<file path="config.mk">
export PLATFORM = sky130hd
export DESIGN_NAME = fetch_queue_flat
export DESIGN_NICKNAME = d
export VERILOG_FILES = /design/src/rtl/fetch_queue_if.sv /design/src/rtl/fetch_queue.sv /design/src/flat_wrapper.sv
export SDC_FILE = /design/constraint.sdc
export NUM_CORES = 1
export LEC_CHECK = 0
export CORE_UTILIZATION = 58
export DETAILED_ROUTE_END_ITERATION = 8
export PLACE_DENSITY_LB_ADDON = 0.25
export SLEW_MARGIN = 10
export SYNTH_ARGS = -nofsm -noshare
export SYNTH_HDL_FRONTEND = slang
export SYNTH_SLANG_ARGS = --single-unit
export TNS_END_PERCENT = 10
</file>
<file path="constraint.sdc">
create_clock -name clk -period 5.1 [get_ports clk]
set_input_delay 1.02 -clock clk [delete_from_list [all_inputs] [get_ports clk]]
set_output_delay 1.02 -clock clk [all_outputs]
set_load 0.05 [all_outputs]
</file>
<file path="src/rtl/fetch_queue_if.sv">
// fetch_queue_if: bundles the fetch stage's redirect, instruction-memory,
// decode-side and performance-counter signals.
//
//   redirect_valid / redirect_pc      : flush request from execute
//   imem_req / imem_addr / imem_ready : fetch request channel
//   imem_rvalid / imem_rdata          : fetch response channel (1 cycle after accept)
//   instr_valid / instr / instr_pc    : queue head presented to decode
//   instr_ready                       : decode consumes the head
//   perf_fetched / perf_stall         : performance counters (zero when disabled)
//
// Modports:
//   master : the fetch_queue side (drives requests, head and counters)
//   slave  : the surrounding system (memory, decode, execute)
interface fetch_queue_if #(
  parameter int unsigned WIDTH = 32
);
  logic             redirect_valid;
  logic [WIDTH-1:0] redirect_pc;
  logic             imem_req;
  logic [WIDTH-1:0] imem_addr;
  logic             imem_ready;
  logic             imem_rvalid;
  logic [WIDTH-1:0] imem_rdata;
  logic             instr_valid;
  logic [WIDTH-1:0] instr;
  logic [WIDTH-1:0] instr_pc;
  logic             instr_ready;
  logic [31:0]      perf_fetched;
  logic [31:0]      perf_stall;

  modport master (
    input  redirect_valid, redirect_pc,
    output imem_req, imem_addr,
    input  imem_ready, imem_rvalid, imem_rdata,
    output instr_valid, instr, instr_pc,
    input  instr_ready,
    output perf_fetched, perf_stall
  );

  modport slave (
    output redirect_valid, redirect_pc,
    input  imem_req, imem_addr,
    output imem_ready, imem_rvalid, imem_rdata,
    input  instr_valid, instr, instr_pc,
    output instr_ready,
    input  perf_fetched, perf_stall
  );
endinterface

</file>
<file path="src/rtl/fetch_queue.sv">
// fetch_queue: sequential instruction fetch with a DEPTH-entry prefetch queue.
// Generates word-aligned fetch addresses, keeps at most one request in flight,
// buffers {instruction, pc} pairs and presents the head to decode. A redirect
// flushes the queue and drops any response belonging to the old stream.
//
// Ports:
//   clk  : clock, rising edge
//   rst  : asynchronous reset, active low
//   bus  : fetch_queue_if.master (redirect, imem request/response, decode
//          handshake, performance counters)
//
// Parameters: WIDTH (address/instruction width), DEPTH (power of two, >= 2),
//             RESET_PC (first fetch address).
//
// Build option: define FETCH_PERF_CNT_EN to instantiate the 32-bit
// perf_fetched / perf_stall counters; otherwise both read as zero.
module fetch_queue #(
  parameter int unsigned      WIDTH    = 32,
  parameter int unsigned      DEPTH    = 4,
  parameter logic [WIDTH-1:0] RESET_PC = '0
) (
  input  logic          clk,
  input  logic          rst,
  fetch_queue_if.master bus
);

  localparam int unsigned      PTR_W      = $clog2(DEPTH);
  localparam int unsigned      CNT_W      = PTR_W + 1;
  localparam logic [WIDTH-1:0] ALIGN_MASK = {{(WIDTH-2){1'b1}}, 2'b00};
  localparam logic [WIDTH-1:0] PC_STEP    = WIDTH'(4);

  logic [WIDTH-1:0] fpc_q, fpc_d;
  logic             inflight_q, inflight_d;
  logic [WIDTH-1:0] inflight_pc_q, inflight_pc_d;
  logic [CNT_W-1:0] count_q, count_d;
  logic [PTR_W-1:0] head_q, head_d;
  logic [PTR_W-1:0] tail_q, tail_d;
  logic             valid_q, valid_d;
  logic [WIDTH-1:0] entry_instr_q [DEPTH];
  logic [WIDTH-1:0] entry_instr_d [DEPTH];
  logic [WIDTH-1:0] entry_pc_q    [DEPTH];
  logic [WIDTH-1:0] entry_pc_d    [DEPTH];

  logic req;
  logic accept;
  logic push;
  logic pop;

  // Handshake decisions. The request is gated by rst so that imem_req reads 0
  // for the whole reset interval and rises in the first cycle after release.
  // A response is only accepted if this block actually has one outstanding;
  // that drops responses to requests issued before a reset or redirect.
  always_comb begin
    req    = rst & ~bus.redirect_valid &
             (({1'b0, count_q} + {{CNT_W{1'b0}}, inflight_q}) < (CNT_W+1)'(DEPTH));
    accept = req & bus.imem_ready;
    push   = bus.imem_rvalid & inflight_q & ~bus.redirect_valid;
    pop    = valid_q & bus.instr_ready & ~bus.redirect_valid;
  end

  always_comb begin
    fpc_d         = fpc_q;
    inflight_d    = accept;
    inflight_pc_d = inflight_pc_q;
    count_d       = count_q;
    head_d        = head_q;
    tail_d        = tail_q;
    entry_instr_d = entry_instr_q;
    entry_pc_d    = entry_pc_q;

    if (accept) begin
      fpc_d         = fpc_q + PC_STEP;
      inflight_pc_d = fpc_q;
    end

    if (bus.redirect_valid) begin
      fpc_d   = bus.redirect_pc & ALIGN_MASK;
      count_d = '0;
      head_d  = '0;
      tail_d  = '0;
    end else begin
      if (push) begin
        entry_instr_d[tail_q] = bus.imem_rdata;
        entry_pc_d[tail_q]    = inflight_pc_q;
        tail_d                = tail_q + PTR_W'(1);
      end
      if (pop) begin
        head_d = head_q + PTR_W'(1);
      end
      unique case ({push, pop})
        2'b10:   count_d = count_q + CNT_W'(1);
        2'b01:   count_d = count_q - CNT_W'(1);
        default: count_d = count_q;
      endcase
    end

    // Head valid is registered so decode sees no path from instr_ready.
    valid_d = (count_d != '0);
  end

  always_ff @(posedge clk or negedge rst) begin
    if (!rst) begin
      fpc_q         <= RESET_PC;
      inflight_q    <= 1'b0;
      inflight_pc_q <= '0;
      count_q       <= '0;
      head_q        <= '0;
      tail_q        <= '0;
      valid_q       <= 1'b0;
      for (int i = 0; i < DEPTH; i++) begin
        entry_instr_q[i] <= '0;
        entry_pc_q[i]    <= '0;
      end
    end else begin
      fpc_q         <= fpc_d;
      inflight_q    <= inflight_d;
      inflight_pc_q <= inflight_pc_d;
      count_q       <= count_d;
      head_q        <= head_d;
      tail_q        <= tail_d;
      valid_q       <= valid_d;
      entry_instr_q <= entry_instr_d;
      entry_pc_q    <= entry_pc_d;
    end
  end

  assign bus.imem_req    = req;
  assign bus.imem_addr   = fpc_q;
  assign bus.instr_valid = valid_q;
  assign bus.instr       = entry_instr_q[head_q];
  assign bus.instr_pc    = entry_pc_q[head_q];

`ifdef FETCH_PERF_CNT_EN
  logic [31:0] perf_fetched_q, perf_fetched_d;
  logic [31:0] perf_stall_q, perf_stall_d;

  always_comb begin
    perf_fetched_d = perf_fetched_q;
    perf_stall_d   = perf_stall_q;
    if (push) begin
      perf_fetched_d = perf_fetched_q + 32'd1;
    end
    if (valid_q & ~bus.instr_ready) begin
      perf_stall_d = perf_stall_q + 32'd1;
    end
  end

  always_ff @(posedge clk or negedge rst) begin
    if (!rst) begin
      perf_fetched_q <= '0;
      perf_stall_q   <= '0;
    end else begin
      perf_fetched_q <= perf_fetched_d;
      perf_stall_q   <= perf_stall_d;
    end
  end

  assign bus.perf_fetched = perf_fetched_q;
  assign bus.perf_stall   = perf_stall_q;
`else
  assign bus.perf_fetched = '0;
  assign bus.perf_stall   = '0;
`endif

endmodule

</file>
<file path="src/flat_wrapper.sv">
// flat-port wrapper written by rule: the top's interface ports become plain ports
module fetch_queue_flat 
#(
  parameter int unsigned      WIDTH    = 32,
  parameter int unsigned      DEPTH    = 4,
  parameter logic [WIDTH-1:0] RESET_PC = '0
)
  (clk, rst, bus_redirect_valid, bus_redirect_pc, bus_imem_req, bus_imem_addr, bus_imem_ready, bus_imem_rvalid, bus_imem_rdata, bus_instr_valid, bus_instr, bus_instr_pc, bus_instr_ready, bus_perf_fetched, bus_perf_stall);
  fetch_queue_if #(.WIDTH(WIDTH)) bus_i ();
  input  logic clk;
  input  logic rst;
  input wire logic [$bits(bus_i.redirect_valid)-1:0] bus_redirect_valid;
  input wire logic [$bits(bus_i.redirect_pc)-1:0] bus_redirect_pc;
  output wire logic [$bits(bus_i.imem_req)-1:0] bus_imem_req;
  output wire logic [$bits(bus_i.imem_addr)-1:0] bus_imem_addr;
  input wire logic [$bits(bus_i.imem_ready)-1:0] bus_imem_ready;
  input wire logic [$bits(bus_i.imem_rvalid)-1:0] bus_imem_rvalid;
  input wire logic [$bits(bus_i.imem_rdata)-1:0] bus_imem_rdata;
  output wire logic [$bits(bus_i.instr_valid)-1:0] bus_instr_valid;
  output wire logic [$bits(bus_i.instr)-1:0] bus_instr;
  output wire logic [$bits(bus_i.instr_pc)-1:0] bus_instr_pc;
  input wire logic [$bits(bus_i.instr_ready)-1:0] bus_instr_ready;
  output wire logic [$bits(bus_i.perf_fetched)-1:0] bus_perf_fetched;
  output wire logic [$bits(bus_i.perf_stall)-1:0] bus_perf_stall;
  assign bus_i.redirect_valid = bus_redirect_valid;
  assign bus_i.redirect_pc = bus_redirect_pc;
  assign bus_imem_req = bus_i.imem_req;
  assign bus_imem_addr = bus_i.imem_addr;
  assign bus_i.imem_ready = bus_imem_ready;
  assign bus_i.imem_rvalid = bus_imem_rvalid;
  assign bus_i.imem_rdata = bus_imem_rdata;
  assign bus_instr_valid = bus_i.instr_valid;
  assign bus_instr = bus_i.instr;
  assign bus_instr_pc = bus_i.instr_pc;
  assign bus_i.instr_ready = bus_instr_ready;
  assign bus_perf_fetched = bus_i.perf_fetched;
  assign bus_perf_stall = bus_i.perf_stall;
  fetch_queue #(.WIDTH(WIDTH), .DEPTH(DEPTH), .RESET_PC(RESET_PC)) u_core (.clk(clk), .rst(rst), .bus(bus_i));
endmodule
</file>
==> impl_metrics.csv, run 1 <==
group,metric,value,unit
pwr,p_leak,8.27,nW
detailed_routing,ant_nets,0,
floorplan,io_pins,232,
sta,tns,0,ps
logic_synthesis,ys_types,52,
sta,slew_headroom,29.9,%
global_route,grt_pass1_vias,8950,
sta,clock.fmax,252,MHz
logic_synthesis,synth_edf_count,0,
worst_setup_path,cp.arrival,2960,ps
global_route,use_met3,4.73,%
logic_synthesis,synth-main-ff-cell,"dfrtp_1",
global_route,gr-usage-met2,37.6,%
logic_synthesis,ys.warnings.count,0,
sta,period_needed,3980,ps
cells_and_area,antenna_cells,0,
detailed_routing,drt_iter0_markers,592,
worst_setup_path,cp_max_fo,23,
worst_setup_path,cp-start-kind,"flip-flop",
cells_and_area,area_growth_syn_to_layout,19.6,%
cells_and_area,multi_input_area,6070,um^2
clocking,cts_root_buffer,"clkbuf_16",
sta,setup_ws,1120,ps
logic_synthesis,yosys.area.top_type,"dfrtp_1",
worst_setup_path,cp.required,4080,ps
sta,setup_viol,0,
global_route,grt_max_degree,183,
floorplan,die_w,160,um
job,drv_cap,0,
worst_setup_path,regToRegSetupSlack,2580,ps
global_route,busiest_layer,"met2",
place,dp_slack,1420,ps
clocking,clockBufferDepth,3,
detailed_routing,viasPerCell,5.63,
sta,hold_viol_final,0,
cells_and_area,regArea,7940,um^2
detailed_routing,avgRoutedWirePerCell,19.0,um
outcome,status,"complete, no violations",
logic_synthesis,synthTopCellsByArea,"dfrtp_1, mux2_2, mux4_2",
logic_synthesis,netlist_area,14500,um^2
worst_setup_path,cp_slowest_cell,"dfrtp_4",
cells_and_area,fin_util,71.1,%
sta,rsz0062_at_grt,"no",
place,hpwl,17.3,mm
place,io_buffers,161,
clocking,cts_num_sinks,317,
sta,fin_skew,17.7,ps
cells_and_area,drive_gt1_share,31.9,%
pwr,power.density,406,nW/um^2
worst_setup_path,max_stage_delay,760,ps
worst_setup_path,rr_startpoint,"u_core.inflight_q",
clocking,cts_max_level,2,
detailed_routing,routed_wl,29.5,mm
worst_setup_path,worstReg2RegEnd,"u_core.bus.instr_valid",
detailed_routing,detail_route.drc_violations,0,
sta,worst_slew_pin_slew,1050,ps
clocking,cts-buffers-inserted,35,
worst_setup_path,reg2reg_depth,9,
worst_setup_path,critPathCaptureType,"output pin",
detailed_routing,drt_first_pass_iters,5,
cells_and_area,n_fill_cell,1692,
logic_synthesis,ys_seq_area_share,54.7,%
floorplan,start_util,59.4,%
pwr,total_power,7.04,mW
clocking,path_clk_slew,60,ps
clocking,cts_tree,"done",
global_route,antenna_found_initial,0,
floorplan,rows,57,
floorplan,core_area,24400,um^2
global_route,gr-total-overflow,0,
clocking,ctsHoldBuffers,0,
worst_setup_path,path_class,"flip-flop to output pin",
global_route,grtUsageMet1,35.1,%
worst_setup_path,path_cells,"buf_4, mux4_2, clkdlybuf4s50_1",
floorplan,dieArea,25600,um^2
global_route,grt_util_all_layers,23.9,%
clocking,post-cts-setup-buffers,0,
cells_and_area,nets,1283,
min_path,min_path_type,"primary input to asynchronous set/reset pin",
floorplan,fp.dieH,160,um
cells_and_area,design_area,17300,um^2
logic_synthesis,ys_async_sr_fraction,100,%
worst_setup_path,startpoint,"u_core.head_q[0]",
pwr,ir_worst_vdd,0.238,mV
logic_synthesis,netlist_instances,1058,
clocking,post_cts_resized,0,
logic_synthesis,syn_area_per_cell,13.7,um^2
logic_synthesis,synth_top_cell_area_share,54.7,%
sta,drv_slew,0,
global_route,grt_pass1_wl,48.4,mm
logic_synthesis,ys_seq_elements,317,
place,place.gp.congestion,0.826,
detailed_routing,num_vias,8768,
clocking,clk_latency,510,ps
place,place_area,16100,um^2
sta,fin_crit_sh,78.0,%
cell usage in the layout (no fill, tap or decap), types with 4 or more instances in the layout:
cell	instances
nand4_1	8
a31oi_1	4
a21oi_1	6
and3_1	9
clkbuf_8	11
xor2_1	7
clkbuf_16	36
ha_1	6
clkdlybuf4s50_1	159
nand2_4	4
nand3_1	24
nand2_1	125
mux2_2	248
nor2_1	21
dfrtp_1	315
clkbuf_1	6
a22oi_1	5
xnor2_1	5
a21o_1	4
buf_4	7
mux4_2	62
or3_1	4
conb_1	68
o21ai_0	21
nor2b_1	4
inv_1	6
critical path, delay by kind of cell (launching register included):
family | cells | cell delay, ps
buffers and inverters | 2 | 1120
multiplexers | 1 | 560
flip-flops | 1 | 760
sequential cells by signal (all words and copies together) (netlist names):
signal	count
u_core.head_q	2
u_core.inflight_q	1
u_core.inflight_pc_q	30
u_core.count_q	3
u_core.entry_pc_q	120
u_core.bus.imem_addr	30
u_core.tail_q	2
u_core.bus.instr_valid	1
u_core.entry_instr_q	128
metrics by stage:
| stage | hold slack, ps | instances |
|---|---|---|
| final | 383 | 1556 |
| after global placement | 482 | 1493 |
| after detailed placement | 487 | 1493 |
| after global routing | 383 | 1556 |
| after CTS | 374 | 1556 |
| after floorplan | 474 | 1125 |
layout make-up:
cell class / count / area share, %
inverter: 6 / 0.130
timing repair buffer: 170 / 9.82
tap: 324 / 2.34
clock buffer: 53 / 6.20
sequential: 317 / 45.8
multi-input combinational: 676 / 35.0
clock inverter: 10 / 0.736
power breakdown:
part           switching (mW)  total (mW)  internal [mW]  leakage, nW
Sequential              0.179        2.92           2.74         4.24
Clock                    1.00        2.57           1.57        0.586
Combinational           0.969        1.56          0.593         3.44
cells by family after synthesis:
group / count (synthesis) / share of synthesized area, %
AND/OR/NAND/NOR: 226 / 7.30
buffers and inverters: 132 / 5.34
other: 1 / 0.0259
flip-flops: 317 / 54.7
multiplexers: 312 / 29.0
XOR/XNOR: 12 / 0.725
adder cells (fa/ha/maj): 7 / 0.656
AO/OA/AOI/OAI: 51 / 2.21
cells in the mapped netlist, types with 4 or more instances:
cell / n
nand2_1: 129
a21oi_1: 6
xnor2_1: 5
nor2_1: 21
nor2b_1: 4
buf_4: 68
ha_1: 6
a31oi_1: 4
dfrtp_1: 317
a21o_1: 4
buf_2: 13
a22oi_1: 5
mux4_2: 62
inv_1: 6
or3_1: 4
clkbuf_1: 42
and3_1: 9
xor2_1: 7
o21ai_0: 21
nand4_1: 8
mux2_2: 248
nand3_1: 24
per-layer routing:
layer | wire, um | vias up | part of all wire [%]
li1 | - | 3962 | -
met1 | 13600 | 4521 | 46
met2 | 14100 | 257 | 48
met3 | 1570 | 28 | 5.3
met4 | 283 | 0 | 0.96
met5 | 0 | - | 0
how the worst max path moves through the flow:
stage / to / slack (ps)
global route: bus_instr[21] / 950
CTS: bus_instr[22] / 1070
global placement: u_core.entry_pc_q[89] / 1470
floorplan: bus_imem_req / 990
finish: bus_instr[21] / 1120
detailed placement: u_core.entry_instr_q[89] / 1420
Power figures use the tool's default switching activity.
==> inputs of run 2 (changes only) <==
--- a/config.mk
+++ b/config.mk
@@ -5,7 +5,7 @@
 export SDC_FILE = /design/constraint.sdc
 export NUM_CORES = 1
 export LEC_CHECK = 0
-export CORE_UTILIZATION = 58
+export CORE_UTILIZATION = 49
 export DETAILED_ROUTE_END_ITERATION = 8
 export PLACE_DENSITY_LB_ADDON = 0.25
 export SLEW_MARGIN = 10
==> constraint.sdc (replaced) <==
create_clock -name clk -period 3.3 [get_ports clk]
set_input_delay 0.66 -clock clk [delete_from_list [all_inputs] [get_ports clk]]
set_output_delay 0.66 -clock clk [all_outputs]
set_load 0.05 [all_outputs]
==> run 2 against run 1 <==
Compared with the run above:
- setup slack worse by 970 ps
- combinational power increased by 54%
- first-iteration DRC count increased by 0.51%
- global-route usage fell by 3.0 points
- via count is 0.87% higher
- clock power up 54%
- count of clock-buffer cells in the layout is the same
==> impl_metrics.csv, run 2 (same netlist as run 1, synthesis figures left out) <==
group,metric,value,unit
outcome,status,"complete, no violations",
floorplan,dieArea,30300,um^2
sta,worst_slew_pin_slew,860,ps
pwr,p_leak,8.57,nW
pwr,power.density,618,nW/um^2
detailed_routing,avgRoutedWirePerCell,18.8,um
worst_setup_path,max_stage_delay,780,ps
global_route,grt_util_all_layers,20.9,%
floorplan,rows,62,
detailed_routing,routed_wl,30.7,mm
detailed_routing,num_vias,8844,
floorplan,io_pins,232,
pwr,ir_worst_vdd,0.464,mV
global_route,grt_pass1_vias,9291,
worst_setup_path,cp-start-kind,"flip-flop",
clocking,clk_latency,510,ps
place,place.gp.congestion,0.801,
clocking,cts_max_level,2,
min_path,hp-start,"u_core.entry_instr_q[16]",
detailed_routing,ant_nets,0,
worst_setup_path,worstReg2RegEnd,"u_core.bus.imem_addr[24]",
detailed_routing,drt_iter0_markers,595,
floorplan,die_w,174,um
detailed_routing,drt_first_pass_iters,4,
global_route,grt_pass1_wl,50.6,mm
sta,hold_viol_final,0,
worst_setup_path,path_class,"flip-flop to output pin",
cells_and_area,largest_reg_flops,128,
min_path,whs_path_depth,1,
worst_setup_path,rr_startpoint,"u_core.bus.imem_addr[10]",
worst_setup_path,cp.arrival,2480,ps
global_route,antenna_found_initial,0,
worst_setup_path,path_cells,"buf_12, mux4_2, clkdlybuf4s50_1",
sta,drv_slew,0,
sta,tns,0,ps
cells_and_area,area_growth_syn_to_layout,21.3,%
worst_setup_path,cp.required,2640,ps
worst_setup_path,reg2reg_depth,5,
floorplan,start_util,50.1,%
cells_and_area,antenna_cells,0,
worst_setup_path,critPathCaptureType,"output pin",
sta,slew_headroom,42.7,%
cells_and_area,nets,1301,
place,io_buffers,161,
cells_and_area,stdcell_count,1636,
clocking,cts_num_sinks,317,
cells_and_area,layout.cells.most_common_list,"dfrtp_1, mux2_2, nand2_1, clkdlybuf4s50_1, conb_1",
min_path,hold-path-endpoint,"u_core.entry_instr_q[16]",
sta,period_needed,3140,ps
sta,clock.fmax,318,MHz
global_route,grt_max_degree,159,
floorplan,fp.dieH,174,um
cells_and_area,reg.largest.list,"u_core.entry_instr_q: 128 flops, u_core.entry_pc_q: 120 flops",
place,dpl.cell_count,1568,
sta,setup_viol,0,
sta,setup_ws,155,ps
global_route,gr-total-overflow,0,
detailed_routing,viasPerCell,5.41,
sta,fin_crit_sh,95.3,%
place,dp_slack,548,ps
clocking,cts_tree,"done",
sta,fin_skew,15.7,ps
pwr,total_power,10.9,mW
worst_setup_path,cp_max_fo,22,
min_path,min_path_type,"flip-flop to flip-flop",
cells_and_area,top_register,"u_core.entry_instr_q",
clocking,clockBufferDepth,3,
clocking,cts-buffers-inserted,37,
cells_and_area,drive_gt1_share,35.4,%
detailed_routing,detail_route.drc_violations,0,
clocking,cts_root_buffer,"clkbuf_16",
worst_setup_path,regToRegSetupSlack,1030,ps
place,hpwl,19.4,mm
clocking,path_clk_slew,60,ps
worst_setup_path,cp_slowest_cell,"clkdlybuf4s50_1",
sta,rsz0062_at_grt,"no",
job,drv_cap,0,
cells_and_area,design_area,17600,um^2
cells_and_area,final_common_cell,"dfrtp_1",
place,place_area,16400,um^2
floorplan,core_area,28900,um^2
cells_and_area,n_fill_cell,2245,
run 2: power breakdown:
group	leakage, nW	internal (mW)	switching [mW]	total, mW
Combinational	3.73	0.882	1.51	2.40
Clock	0.592	2.39	1.58	3.97
Sequential	4.24	4.23	0.269	4.50
Total	8.57	7.51	3.36	10.9
run 2: repair_timing:
action,4_1_cts,5_1_grt
setup endpoints to repair,1,8
hold buffers,1,0
resized for setup,1,8
buffers inserted,0,0
hold endpoints to repair,17,0
run 2: area by class of cell:
type	count	area [um^2]	share of cell area, %
clock buffers	53	1060	6.00
repair buffers	186	1880	10.7
flip-flops and latches	317	7940	45.1
multi-input cells	676	6080	34.6
clock inverters	14	136	0.775
well taps	384	480	2.73
inverters	6	22.5	0.128
run 2: worst max path at each step:
stage	endpoint	startpoint	slack (ps)
after global routing	bus_instr[22]	u_core.head_q[0]	0.5
after CTS	bus_instr_pc[4]	u_core.head_q[0]	7
final	bus_instr_pc[13]	u_core.head_q[0]	160
after floorplan	u_core.bus.instr_valid	bus_redirect_valid	570
after detailed placement	bus_instr_pc[8]	u_core.head_q[0]	550
after global placement	bus_instr_pc[8]	u_core.head_q[0]	540
run 2: critical path: cells and delay by family (launching register included):
family / cells / cell delay, ps
buffers and inverters: 2 / 1000
DFF: 1 / 420
muxes: 1 / 540
run 2: per-layer routing:
layer  vias up  track usage, %  share of wire, %  wire length [um]
met5         -               0                 0                 0
met4         0            4.79               1.4               427
met3        39            4.57               6.0              1860
li1       3995               -                 -                 -
met2       264            33.8                48             14700
met1      4546            29.1                45             13800
run 2: metrics by stage:
step           utilization (%)  hold slack [ps]
4_1_cts                   60.7              482
3_5_place_dp              56.6              488
2_1_floorplan                -              364
3_3_place_gp              56.6              481
5_1_grt                   60.8              502
6_report                  60.8              498
==> inputs of run 3 (changes only) <==
--- a/config.mk
+++ b/config.mk
@@ -5,8 +5,11 @@
 export SDC_FILE = /design/constraint.sdc
 export NUM_CORES = 1
 export LEC_CHECK = 0
-export CORE_UTILIZATION = 49
+export CELL_PAD_IN_SITES_DETAIL_PLACEMENT = 1
+export CELL_PAD_IN_SITES_GLOBAL_PLACEMENT = 1
+export CORE_UTILIZATION = 40
 export DETAILED_ROUTE_END_ITERATION = 8
+export GPL_TIMING_DRIVEN = 1
 export PLACE_DENSITY_LB_ADDON = 0.25
 export SLEW_MARGIN = 10
 export SYNTH_ARGS = -nofsm -noshare
==> run 3 against run 2 <==
Compared with the run above:
- non-clock buffer count up 5
- final area grew 0.36%
- die area grew 22%
- largest power group unchanged
- critical path depth is the same
- first-iteration DRC count fell by 41%
- fmax is 3.4% higher
- clock power increased by 1%
- core utilization down 11 points
- final cell count grew 5.1%
- the flow now finishes with violations (design-rule violations)
==> impl_metrics.csv, run 3 (same netlist as run 1, synthesis figures left out) <==
group,metric,value,unit
outcome,status,"finished with violations",
sta,worst_slew_pin_slew,985,ps
global_route,grt_util_all_layers,19.0,%
cells_and_area,area_growth_syn_to_layout,21.7,%
sta,hold_viol_final,0,
clocking,ctsHoldBuffers,0,
worst_setup_path,rr_startpoint,"u_core.bus.imem_addr[2]",
global_route,gr-total-overflow,0,
floorplan,core_area,35700,um^2
sta,setup_viol,0,
clocking,cts_max_level,2,
detailed_routing,drt_iter0_markers,351,
worst_setup_path,regToRegSetupSlack,1030,ps
worst_setup_path,cp-start-kind,"flip-flop",
outcome,violations,"design-rule violations",
sta,whs,16.9,ps
worst_setup_path,worstReg2RegEnd,"u_core.bus.imem_addr[24]",
clocking,cts_num_sinks,317,
sta,drv_slew,0,
cells_and_area,largest_reg_flops,128,
sta,period_needed,3040,ps
cells_and_area,nets,1307,
cells_and_area,design_area,17700,um^2
detailed_routing,avgRoutedWirePerCell,19.6,um
place,place_area,16400,um^2
sta,slew_headroom,34.1,%
clocking,clockBufferDepth,3,
detailed_routing,ant_nets,0,
pwr,ir_worst_vdd,0.257,mV
detailed_routing,drt_first_pass_iters,6,
floorplan,die_w,192,um
worst_setup_path,cp.arrival,2380,ps
global_route,antenna_found_initial,1,
floorplan,io_pins,232,
worst_setup_path,cp.required,2640,ps
clocking,cts_tree,"done",
sta,fin_crit_sh,92.2,%
global_route,grt_max_degree,151,
pwr,power.density,619,nW/um^2
worst_setup_path,path_class,"flip-flop to output pin",
detailed_routing,detail_route.drc_violations,44,
floorplan,fp.dieH,192,um
cells_and_area,reg.largest.list,"u_core.entry_instr_q: 128 flops, u_core.entry_pc_q: 120 flops",
sta,clock.fmax,329,MHz
sta,fin_skew,17.7,ps
clocking,path_clk_slew,60,ps
place,hpwl,21.9,mm
floorplan,dieArea,37000,um^2
cells_and_area,multi_input_area,6080,um^2
worst_setup_path,reg2reg_depth,6,
detailed_routing,num_vias,8961,
job,drv_cap,0,
cells_and_area,drive_gt1_share,36.5,%
clocking,cts-buffers-inserted,38,
place,place.gp.congestion,0.769,
cells_and_area,final_common_cell,"dfrtp_1",
cells_and_area,regArea,7940,um^2
cells_and_area,top_register,"u_core.entry_instr_q",
global_route,grt_pass1_vias,9661,
sta,setup_ws,258,ps
clocking,clk_latency,520,ps
detailed_routing,routed_wl,33.6,mm
worst_setup_path,critPathCaptureType,"output pin",
floorplan,rows,69,
cells_and_area,n_fill_cell,3612,
worst_setup_path,cp_max_fo,13,
place,io_buffers,161,
min_path,min_path_type,"primary input to asynchronous set/reset pin",
sta,tns,0,ps
pwr,p_leak,8.49,nW
sta,rsz0062_at_grt,"no",
global_route,grt_pass1_wl,54.5,mm
cells_and_area,layout.cells.most_common_list,"dfrtp_1, mux2_2, nand2_1, clkdlybuf4s50_1, buf_4",
floorplan,start_util,40.7,%
place,dp_slack,462,ps
detailed_routing,viasPerCell,5.21,
clocking,cts_root_buffer,"clkbuf_16",
[run 3: cell types whose count changed in the layout (fill, tap and decap cells not counted), sizes merged, moves of 2 or more]
cell and change:
buf +22, clkbuf +7, clkdlybuf4s50 -7, clkinv -4, dlymetal6s2s -8, inv -2
[run 3: stage by stage]
step	power [mW]	util, %	std cells
floorplan	6.22	-	1125
global placement	6.95	46.0	1649
detailed placement	7.00	46.0	1649
CTS	11.1	49.4	1716
global route	11.4	49.5	1718
finish	10.9	49.5	1719
[run 3: how the worst max path moves through the flow]
stage                                  start                      to  slack (ps)  depth (start not counted)
after floorplan           bus_redirect_valid  u_core.bus.instr_valid         570                         10
after global placement       bus_imem_rvalid  u_core.bus.instr_valid         520                         10
after detailed placement     bus_imem_rvalid  u_core.bus.instr_valid         460                         10
after CTS                   u_core.head_q[0]            bus_instr[5]          50                          2
after global routing        u_core.head_q[0]            bus_instr[5]         180                          3
final                       u_core.head_q[0]            bus_instr[5]         260                          3
[run 3: power breakdown]
group | switching (mW) | internal (mW) | total [mW]
sequential | 0.279 | 4.23 | 4.51
clock | 1.55 | 2.47 | 4.02
combinational | 1.53 | 0.867 | 2.40
[run 3: worst max-delay path, stage by stage, from the launching register on]
cell             delay, ps
dfrtp_4                420
buf_12                 170
mux4_2                 540
clkdlybuf4s50_1        720
[run 3: final cells by class]
class	count	area share (%)
Sequential cell	317	45.0
Multi-Input combinational cell	676	34.4
Timing Repair Buffer	191	10.3
Clock buffer	60	6.32
Tap cell	461	3.27
Clock inverter	7	0.503
Inverter	6	0.128
Antenna cell	1	0.0142
[run 3: timing repair]
item | 4_1_cts | 5_1_grt
gates resized for setup | 0 | 0
setup buffers | 0 | 2
setup endpoints to repair | 0 | 1
[run 3: layer usage]
| metal | vias up | wire (um) | track usage [%] |
|---|---|---|---|
| li1 | 4016 | - | - |
| met1 | 4708 | 15200 | 26.4 |
| met2 | 203 | 16200 | 30.5 |
| met3 | 34 | 1750 | 3.82 |
| met4 | 0 | 453 | 4.48 |
| met5 | - | 0 | 0 |
==> RTL change 1 (config.mk and constraints of run 3) <==
The option `FETCH_PERF_CNT_EN` is turned on by a define.
--- a/src/rtl/fetch_queue.sv
+++ b/src/rtl/fetch_queue.sv
@@ -14,6 +14,8 @@
 //
 // Build option: define FETCH_PERF_CNT_EN to instantiate the 32-bit
 // perf_fetched / perf_stall counters; otherwise both read as zero.
+`define FETCH_PERF_CNT_EN
+
 module fetch_queue #(
   parameter int unsigned      WIDTH    = 32,
   parameter int unsigned      DEPTH    = 4,
Check against the original RTL: not equivalent (a bounded check fails within 4 cycles, from zero or initial values and one cycle with rst low).
==> RTL change 1 against run 3 <==
  * The flow still finishes with violations (DRC)
  * Setup slack got worse by 49 ps
  * Sequential cell count rose by 64
  * Clock power rose by 22%
  * Wire length rose by 22%
  * Combinational power rose by 3%
  * Cell area rose by 20%
  * Power rose by 17%
  * Area after synthesis rose by 16%
  * Largest power group unchanged
==> RTL change 1: results (changes against run 3) <==
[status]
run_status=finished, violations left
violations=DRC

[routing]
drc=7  ; -84%
first_pass_iters=8  ; +2
wirelength_mm=41.13  ; +22%
vias_per_cell=5.283  ; +1.3%

[logic_synthesis]
ys_seq_area_frac=0.5673  ; +0.02014
ys_types=54  ; +3.8%
synth_common_cells=dfrtp_1, mux2_2, nand2_1
synth_area_leaders=dfrtp_1, mux2_2, mux4_2

[grt]
grt_pass1_vias=11560  ; +20%
grt_max_degree=176  ; +17%
antenna_found_initial=0  ; -1
grt_pass1_wl_mm=65.70  ; +20%
grtUsageTotal=0.1981  ; +0.008297

[worst_setup_path]
critPathArrivalTime_ps=2430  ; +50 ps
reg2reg_depth=7  ; +1
crit_fanout=7  ; -6

[clocking]
clk_latency_ps=560  ; +40 ps

[cells_and_area]
insertedDiodeCount=0  ; -1
num-nets-final=1536  ; +18%
drive_above_1_share=0.3266  ; -0.03853

[placed_design]
post-dp-hpwl_mm=26.56  ; +21%
portBuffers=225  ; +40%
place_congestion=0.7693  ; +0.10%

[power_and_ir_drop]
p_leak_nw=9.860  ; +16%
swShare=0.2983  ; -0.009130
peakVddDrop_v=0.0004552  ; +77%

[sta]
clock_skew_ps=18.84  ; +1.158 ps

-- RTL change 1: cell types whose count changed after synthesis, moves of 16 or more --
cell,run 3,this run
clkbuf_1,42,18
nand2_1,129,158
dfrtp_1,317,381
nand4_1,8,24
buf_2,13,37
buf_4,68,5
xnor2_1,5,55
nand3_1,24,40
-- RTL change 1: power by group through the flow --
stage	clock network [mW]	logic, mW	registers (mW)
after global placement	0	2.44	5.43
after CTS	5.09	2.49	5.37
after detailed placement	0	2.48	5.45
after floorplan	0	1.42	5.55
after global routing	5.25	2.60	5.43
final	4.92	2.46	5.37
-- RTL change 1: what timing repair did --
item / CTS / global route
setup endpoints to repair: 39 / 9
gates resized for setup: 7 / 0
pin swaps: 0 / 0
setup buffers: 1 / 3
hold buffers: 0 / 0
-- RTL change 1: area by class of cell --
type,instances,area [um^2]
Clock inverter,19,196.4
Timing Repair Buffer,253,2524
Sequential cell,381,9542
Multi-Input combinational cell,770,6974
Inverter,8,30.03
Clock buffer,60,1291
Fill cell,4110,19890
Tap cell,532,665.6
-- RTL change 1: cell families after synthesis --
kind of cell	after synthesis	share of synthesized area
flops	381	0.5673
simple gates	322	0.09544
mux	314	0.2518
xor+xnor	77	0.04012
buf+inv	73	0.02062
compound gates	44	0.01735
fa+ha+maj	9	0.007147
other cells	1	0.0002231
-- RTL change 1: final timing paths --
check | from | end | slack, ps
max | u_core.head_q[0] | bus_instr[21] | 210
min | rst | u_core.bus.perf_stall[12] | 240
max reg2reg | u_core.count_q[1] | u_core.bus.imem_addr[5] | 1030
min reg2reg | u_core.bus.perf_stall[31] | u_core.bus.perf_stall[31] | 480
max in group asynchronous | rst | u_core.entry_instr_q[91] | 1900
min in group clk | bus_redirect_valid | u_core.count_q[2] | 470
-- RTL change 1: metrics by stage --
stage | std cells | total power [mW] | area [um^2] | hold slack (ps)
after CTS | 2020 | 12.95 | 21180 | 245.3
after global placement | 1940 | 7.871 | 19670 | 461.9
final | 2023 | 12.75 | 21220 | 240.9
after global routing | 2023 | 13.28 | 21220 | 284.7
after floorplan | 1224 | 6.974 | 16820 | 364.4
after detailed placement | 1940 | 7.932 | 19670 | 469.6
-- RTL change 1: layer usage --
layer,vias to the layer above,global-route usage,routed length [um]
li1,4853,-,-
met2,211,0.3157,19750
met5,-,0,0
met3,50,0.03516,1973
met1,5574,0.2767,18610
met4,0,0.05839,784
==> RTL change 2 (flow settings as in run 3) <==
Made on the original files. `DEPTH` is set to 4 in 2 places; all go to 8.
--- a/src/rtl/fetch_queue.sv
+++ b/src/rtl/fetch_queue.sv
@@ -16,7 +16,7 @@
 // perf_fetched / perf_stall counters; otherwise both read as zero.
 module fetch_queue #(
   parameter int unsigned      WIDTH    = 32,
-  parameter int unsigned      DEPTH    = 4,
+  parameter int unsigned      DEPTH    = 8,
   parameter logic [WIDTH-1:0] RESET_PC = '0
 ) (
   input  logic          clk,
--- a/src/flat_wrapper.sv
+++ b/src/flat_wrapper.sv
@@ -2,7 +2,7 @@
 module fetch_queue_flat 
 #(
   parameter int unsigned      WIDTH    = 32,
-  parameter int unsigned      DEPTH    = 4,
+  parameter int unsigned      DEPTH    = 8,
   parameter logic [WIDTH-1:0] RESET_PC = '0
 )
   (clk, rst, bus_redirect_valid, bus_redirect_pc, bus_imem_req, bus_imem_addr, bus_imem_ready, bus_imem_rvalid, bus_imem_rdata, bus_instr_valid, bus_instr, bus_instr_pc, bus_instr_ready, bus_perf_fetched, bus_perf_stall);
Formal check against the unedited RTL: same outputs for any inputs over 4 cycles, from zero or initial values and one cycle with rst low; that may be too few to reach the edited logic, so the function may still have changed.
==> RTL change 2 against run 3 <==
  * Final cell count is 63% higher
  * Critical path depth is 1 higher
  * First-iteration DRC count grew 120%
  * Area after synthesis is 80% higher
  * Power increased by 64%
  * Sequential cell count increased by 251
  * Wire length rose by 87%
  * Setup slack worse by 130 ps
  * Synthesized cell count rose by 64%
  * Cell area rose by 74%
  * Sequential power rose by 70%
  * Critical path type unchanged
==> RTL change 2: results (changes against run 3) <==
[status]
run_status=completed

[logic_synthesis]
ys_types=55  ; +5.8%
ys_seq_area_frac=0.5446  ; -0.002483
synth_common_cells=dfrtp_1, mux2_2, mux2_1
synth_area_leaders=dfrtp_1, mux2_2, mux4_2
yosysWarnings=0  ; unchanged
postSynth.asyncResetShare=1.000  ; unchanged
ys.flop_type=dfrtp_1

[power_and_ir_drop]
p_leak_nw=14.72  ; +73%
peakVddDrop_v=0.0002512  ; -2.1%

[clocking]
cts_buffer_depth=3  ; unchanged
cts_made_buffers=66  ; +74%
cts_root_buf=clkbuf_16
clk_latency_ps=580  ; +60 ps
h-tree-depth=3  ; +1
post_cts_buffers=0  ; unchanged
cts-hold-fix-buffers=0  ; unchanged
clk_pin_slew_ps=60  ; about the same

[grt]
grtUsageTotal=0.1978  ; +0.007929
grt_pass1_vias=16930  ; +75%
grt_pass1_wl_mm=101.6  ; +86%
grt_max_degree=175  ; +16%
antenna_found_initial=0  ; -1

[routing]
drt_iter0_drc=756  ; +120%
first_pass_iters=4  ; -2
vias_per_cell=5.346  ; +2.6%
wirelength_mm=62.84  ; +87%

[worst_setup_path]
reg2reg_from=u_core.inflight_q
r2r_setup_slack_ps=730  ; -300 ps
slowest_stage=mux4_2
slowest_delay_ps=560  ; -160 ps
crit_fanout=37  ; +24
critPathArrivalTime_ps=2520  ; +140 ps
r2r-end=u_core.bus.instr_valid
reg2reg_depth=11  ; +5
cp_top_family=multiplexers

[sta]
clock_skew_ps=16.27  ; -1.413 ps
tightest_slew_ps=987.2  ; +1.840 ps
fin_hold_ws_ps=120.3  ; +103.4 ps

[placed_design]
postPlaceCellArea_um2=28490  ; +74%
post-dp-hpwl_mm=37.67  ; +72%
portBuffers=161  ; unchanged
place_congestion=0.7488  ; -2.6%

[cells_and_area]
largestRegisters=u_core.entry_instr_q: 256 flops, u_core.entry_pc_q: 240 flops
insertedDiodeCount=0  ; -1
drive_above_1_share=0.3619  ; -0.003289
num-nets-final=1978  ; +51%
nFillCells=6285  ; +74%

[worst_hold_path]
min_path_type=input port to async pin

==> RTL change 2: worst max-delay path by stage <==
stage,start,to,slack [ps]
4_1_cts,u_core.head_q[0],bus_instr[3],40
3_3_place_gp,bus_instr_ready,u_core.bus.instr_valid,-40
6_report,u_core.head_q[0],bus_instr[3],120
3_5_place_dp,bus_imem_rvalid,u_core.bus.instr_valid,-50
2_1_floorplan,bus_redirect_valid,u_core.bus.instr_valid,70
5_1_grt,u_core.head_q[0],bus_instr[3],9
==> RTL change 2: power by group <==
part	total, mW	internal, mW	switching, mW
clock network	7.56	4.70	2.86
logic	2.67	0.987	1.68
registers	7.65	7.30	0.349
==> RTL change 2: routing by layer <==
| layer | GRT usage | vias up | routed length, um |
|---|---|---|---|
| met2 | 0.3273 | 270 | 31060 |
| met4 | 0.05720 | 0 | 1150 |
| li1 | - | 6587 | - |
| met3 | 0.03448 | 82 | 2655 |
| met1 | 0.2667 | 8062 | 27970 |
| met5 | 0 | - | 0 |
==> RTL change 2: logic make-up (layout without fill, tap and decap cells) <==
kind of cell,after synthesis,in the layout,share of synthesized area
DFF,568,568,0.5446
xor gates and xnor gates,13,13,0.004363
other,1,68,0.0001437
adders and majority gates,6,6,0.002877
buffers and inverters,182,332,0.04238
and+or+nand+nor,211,211,0.03859
AOI/OAI and AO/OA,66,66,0.01726
muxes,687,687,0.3497
==> RTL change 2: worst reg2reg max path, cell delays in order (launching register included) <==
cell and delay [ps]:
dfrtp_1 390, nand2_1 90, nor2_1 170, inv_2 80
ha_1 280, xor2_1 190, ha_1 190, a21oi_1 160
xor2_1 90, o21ai_0 170, a21oi_1 110, or4_1 520
==> RTL change 2: cell type report <==
type	count	share of cell area
flip-flops and latches	568	0.4622
multi-input cells	1051	0.3596
repair buffers	208	0.06846
clock buffers	101	0.06724
well taps	855	0.03476
clock inverters	16	0.006951
inverters	7	0.0008537
==> RTL change 2: per-stage QoR <==
stage | std cells | worst slack [ps] | util
final | 2806 | 123.0 | 0.4774
after global routing | 2806 | 9.138 | 0.4774
after CTS | 2806 | 41.94 | 0.4774
after detailed placement | 2689 | -49.31 | 0.4420
after global placement | 2689 | -43.25 | 0.4420
after floorplan | 1801 | 65.05 | -
